[config.mk]
export PLATFORM = sky130hd
export DESIGN_NAME = imm_encoder
export DESIGN_NICKNAME = d
export VERILOG_FILES = /design/src/rtl/imm_encoder.sv
export SDC_FILE = /design/constraint.sdc
export NUM_CORES = 1
export LEC_CHECK = 0
export ABC_AREA = 1
export CAP_MARGIN = 10
export CORE_ASPECT_RATIO = 0.6
export CORE_MARGIN = 2
export CORE_UTILIZATION = 51
export CTS_CLUSTER_DIAMETER = 80
export CTS_CLUSTER_SIZE = 20
export DETAILED_ROUTE_END_ITERATION = 12
export GPL_TIMING_DRIVEN = 0
export PLACE_DENSITY_LB_ADDON = 0.08
export SLEW_MARGIN = 20
export SYNTH_ARGS = -nofsm -noshare
export SYNTH_HDL_FRONTEND = slang
export SYNTH_SLANG_ARGS = --single-unit
[constraint.sdc]
create_clock -name clk -period 2.18 [get_ports clk]
set_input_delay 0.218 -clock clk [delete_from_list [all_inputs] [get_ports clk]]
set_output_delay 0.218 -clock clk [all_outputs]
set_load 0.01 [all_outputs]
[src/rtl/imm_encoder.sv]
// Two-stage valid/ready encoder that scatters an immediate into an RV32I instruction word.
// Optional macro IMM_ENC_DROP_EN: errored items are counted but never presented.
module imm_encoder #(
   parameter int unsigned ERR_CNT_W = 16
) (
   input  logic                 clk,
   input  logic                 rst_n,
   input  logic                 in_valid,
   output logic                 in_ready,
   input  logic [31:0]          in_base,
   input  logic [2:0]           in_imm_type,
   input  logic [31:0]          in_imm,
   output logic                 out_valid,
   input  logic                 out_ready,
   output logic [31:0]          out_instr,
   output logic                 out_err,
   output logic [ERR_CNT_W-1:0] err_count
);

   typedef enum logic [2:0] {
      IMM_I     = 3'b000,
      IMM_B     = 3'b001,
      IMM_S     = 3'b010,
      IMM_U     = 3'b011,
      IMM_J     = 3'b100,
      IMM_SHAMT = 3'b101,
      IMM_CSR   = 3'b110,
      IMM_RSVD  = 3'b111
   } imm_type_e;

   logic        s1_valid;
   logic [31:0] s1_base;
   logic [31:0] s1_imm;
   imm_type_e   s1_type;

   logic        s2_valid;
   logic [31:0] s2_instr;

   logic        s2_adv;
   logic [31:0] enc_instr;
   logic        enc_err;

   // S2 can take a new word when empty or when its word leaves this cycle
   assign s2_adv   = !s2_valid || out_ready;
   assign in_ready = !s1_valid || s2_adv;

   always_comb begin
      enc_instr = s1_base;
      enc_err   = 1'b0;
      case (s1_type)
         IMM_I: begin
            enc_instr[31:20] = s1_imm[11:0];
            enc_err = (s1_imm[31:11] != '0) && (s1_imm[31:11] != '1);
         end
         IMM_S: begin
            enc_instr[31:25] = s1_imm[11:5];
            enc_instr[11:7]  = s1_imm[4:0];
            enc_err = (s1_imm[31:11] != '0) && (s1_imm[31:11] != '1);
         end
         IMM_B: begin
            enc_instr[31]    = s1_imm[12];
            enc_instr[30:25] = s1_imm[10:5];
            enc_instr[11:8]  = s1_imm[4:1];
            enc_instr[7]     = s1_imm[11];
            enc_err = ((s1_imm[31:12] != '0) && (s1_imm[31:12] != '1)) || s1_imm[0];
         end
         IMM_U: begin
            enc_instr[31:12] = s1_imm[31:12];
            enc_err = (s1_imm[11:0] != '0);
         end
         IMM_J: begin
            enc_instr[31]    = s1_imm[20];
            enc_instr[30:21] = s1_imm[10:1];
            enc_instr[20]    = s1_imm[11];
            enc_instr[19:12] = s1_imm[19:12];
            enc_err = ((s1_imm[31:20] != '0) && (s1_imm[31:20] != '1)) || s1_imm[0];
         end
         IMM_SHAMT: begin
            enc_instr[24:20] = s1_imm[4:0];
            enc_err = (s1_imm[31:5] != '0);
         end
         IMM_CSR: begin
            enc_instr[19:15] = s1_imm[4:0];
            enc_err = (s1_imm[31:5] != '0);
         end
         default: enc_err = 1'b1;
      endcase
   end

   always_ff @(posedge clk or negedge rst_n) begin
      if (!rst_n) begin
         s1_valid <= 1'b0;
         s1_base  <= '0;
         s1_imm   <= '0;
         s1_type  <= IMM_I;
      end else if (in_ready) begin
         s1_valid <= in_valid;
         if (in_valid) begin
            s1_base <= in_base;
            s1_imm  <= in_imm;
            s1_type <= imm_type_e'(in_imm_type);
         end
      end
   end

`ifdef IMM_ENC_DROP_EN
   always_ff @(posedge clk or negedge rst_n) begin
      if (!rst_n) begin
         s2_valid <= 1'b0;
         s2_instr <= '0;
      end else if (s2_adv) begin
         s2_valid <= s1_valid && !enc_err;
         if (s1_valid) s2_instr <= enc_instr;
      end
   end

   assign out_err = 1'b0;
`else
   logic s2_err;

   always_ff @(posedge clk or negedge rst_n) begin
      if (!rst_n) begin
         s2_valid <= 1'b0;
         s2_instr <= '0;
         s2_err   <= 1'b0;
      end else if (s2_adv) begin
         s2_valid <= s1_valid;
         if (s1_valid) begin
            s2_instr <= enc_instr;
            s2_err   <= enc_err;
         end
      end
   end

   assign out_err = s2_err;
`endif

   always_ff @(posedge clk or negedge rst_n) begin
      if (!rst_n) begin
         err_count <= '0;
      end else if (s1_valid && s2_adv && enc_err && (err_count != '1)) begin
         err_count <= err_count + 1'b1;
      end
   end

   assign out_valid = s2_valid;
   assign out_instr = s2_instr;

endmodule
==> summary.md <==
| Metric | Value |
|---|---|
| Outcome | completed |
| Wire length on met2 | 7020 um |
| Post-synthesis sequential area ratio | 0.518 |
| Drc violations | 0 |
| Root Driver | clkbuf_16 |
| Worst-case vdd ir drop | 582 uV |
| Primary FF master, synth | dfrtp_1 |
| Crit path max fanout | 10 |
| Fin crit period | 2.03 ns |
| Max Freq | 492 MHz |
| Most frequent cells in the layout | 140 x nand2_1, 120 x clkdlybuf4s50_1, 118 x dfrtp_1, 80 x nor2_1, 44 x mux2_2 |
| Top sig layer | met4 |
| Syn avg cell area | 8.99 um2 |
| Fill cell count | 841 |
| Clock-pin slew on the worst setup and hold paths | 0.06 ns |
| Post-Place Worst Slack | -0.0521 ns |
| First-pass DRT Iterations | 5 |
| Die area | 12100 um2 |
| Core footprint | 10700 um2 |
| CP required | 2.49 ns |
| Fin cells | 928 |
| Die Span Y | 85.9 um |
| Drt wl/cell | 18.4 um |
| Site Rows | 29 |
| First-pass GRT wire length | 27100 um |
| Routed WL | 17100 um |
| Worst reg-to-reg setup slack | 0.15 ns |
| Worst skew pair latency | 0.42 ns |
| Cell Area, Placed | 7110 um2 |
| Starting Density | 0.531 |
| Synth Net Count | 706 |
| Final setup margin | 0.149 ns |
| Cell count after placement | 895 |
| Antenna violations before repair | 0 |
| Final ANT Viol Nets | 0 |
| I/O Buffers | 121 |
| Register bit total from synthesis | 118 |
| Arr. time, crit path | 2.34 ns |
| Clk_skew | 0.00866 ns |
| Total clock sinks | 118 |
| Final hold violations | 0 |
| Post-Syn Area | 5700 um2 |
| All-layer global routing usage | 0.300 |
| Leak | 0.00341 uW |
| Ys async rst share | 1.00 |
| Post-Syn Instances | 634 |
| Slew Viols, Final | 0 |
| Drt first-iter violations | 512 |
| Vias | 5244 |
| Vias in the first global route | 4947 |
| Metal3 WL | 1470 um |
| Period utilization | 0.932 |
| Share of post-route cells with drive strength above 1 | 0.153 |
| Post-synth EDFFs | 0 |
| Via density | 5.65 |
| Cts bufs inserted | 17 |
| Rel. slew slack | 0.433 |
| Max clock buf depth | 2 |
| Worst setup SP type | flop |
| Pin count of the biggest net entering global routing | 67 |
| Yosys cell types | 34 |
| Worst-Margin Slew | 0.844 ns |
| Yosys warning total | 0 |
| GRT overflow | 0 |
| Fin area | 7760 um2 |
| Final setup viols | 0 |
| Crit path kind | flop to flop |
| RSZ-0062 raised after global routing | no |
| RePlAce Congestion | 0.948 |
| Min-delay worst type | input pin to async pin |
| Total power | 8230 uW |
| Final net count | 848 |
| Power density cells | 1060 nW/um2 |
| CTS tree | yes |
| Antenna Cells | 0 |
| Max Cap Violations | 0 |
| DP HPWL | 12600 um |
| H-Tree Depth | 4 |
| Die W | 140 um |
| Area growth syn-to-layout | 36.1% |
| Most common cell after layout, fill and taps aside | nand2_1 |
| IO Count | 122 |
| Worst hold margin | 0.310 ns |
| M1 wire length | 8330 um |
| CP endpoint kind | flop |
[state kept, by name, summed over array words and instances (netlist names)]
register	count
s1_imm	32
s1_type	3
out_instr	32
out_err	1
s1_valid	1
out_valid	1
err_count	16
s1_base	32
[synthesized netlist by cell type, types with 2 or more instances]
master    number  area share
nand2_1      140       0.092
dfrtp_1      118        0.52
nor2_1        80       0.053
mux2_2        44       0.087
inv_1         41       0.027
a21oi_1       39       0.034
nand3_1       24       0.021
nand4_1       23       0.025
o21ai_0       15       0.013
clkbuf_1      11      0.0072
nand2_2       11       0.012
a31oi_1       10       0.011
nor3_1        10      0.0088
buf_2          8      0.0070
xor2_1         8       0.012
o22ai_1        7      0.0077
nor2_2         6      0.0066
o21ai_1        6      0.0053
a221oi_1       5      0.0077
inv_2          4      0.0026
xnor2_1        4      0.0061
clkinv_1       3      0.0020
nand2_4        3      0.0059
nor2_4         3      0.0059
nor3_2         2      0.0035
[what timing repair did]
item / in CTS / in global routing
endpoints found under the hold margin: 52 / 0
setup buffers: 0 / 0
setup endpoints to repair: 10 / 15
gates resized for setup: 1 / 5
hold buffers: 1 / 0
[metrics by stage]
step	setup TNS (ns)	utilization
global placement	-413.50	0.660
CTS	0	0.721
finish	0	0.722
detailed placement	-0.386	0.662
floorplan	0	-
global route	0	0.722
[worst max-delay path: stages, from the launching register on]
cell     delay [ns]
dfrtp_1        0.43
ha_1           0.30
nand2_1        0.15
nor3_4         0.32
nand4_4        0.24
buf_2          0.28
nand4_1        0.14
nand2_1        0.07
[final timing paths]
| check | depth (start not counted) | to | startpoint |
|---|---|---|---|
| min in group clk | 3 | s1_imm[6] | in_imm[6] |
| worst min register to register | 2 | out_instr[3] | s1_base[3] |
| worst max register to register | 7 | err_count[14] | err_count[0] |
| worst max-delay path | 7 | err_count[14] | err_count[0] |
| worst min-delay path | 2 | s1_imm[10] | rst_n |
| max in group asynchronous | 3 | s1_base[15] | rst_n |
[metal layers]
layer / track usage / vias to the layer above
met2: 0.418 / 283
met4: 0.107 / 0
li1: - / 2398
met5: 0 / -
met3: 0.0603 / 30
met1: 0.466 / 2533
[layout make-up]
type                            instances  area [um2]  share of cell area
Sequential cell                       118        2950               0.381
Multi-Input combinational cell        447        2480               0.319
Timing Repair Buffer                  123        1250               0.161
Clock buffer                           19         443              0.0571
Inverter                               48         180              0.0232
Tap cell                              139         174              0.0224
Clock inverter                         13         170              0.0219
Buffer                                 21         110              0.0142
[cells by family (layout without fill, tap and decap cells)]
| logic type | Yosys count | count (layout) | synth area share |
|---|---|---|---|
| XOR/XNOR | 12 | 12 | 0.0184 |
| AO/OA/AOI/OAI | 83 | 83 | 0.0803 |
| multiplexers | 44 | 44 | 0.0869 |
| buffers and inverters | 69 | 224 | 0.0507 |
| flip-flops | 118 | 118 | 0.518 |
| AND/OR/NAND/NOR | 307 | 307 | 0.243 |
| adder cells (fa/ha/maj) | 1 | 1 | 0.00219 |
[where the power goes]
| part | leakage (uW) | internal [uW] | switching, uW |
|---|---|---|---|
| Combinational | 0.00174 | 1080 | 1170 |
| Sequential | 0.00140 | 2670 | 417 |
| Clock | 0.000279 | 1840 | 1070 |
Note: power is estimated with default switching activity, not from simulation.
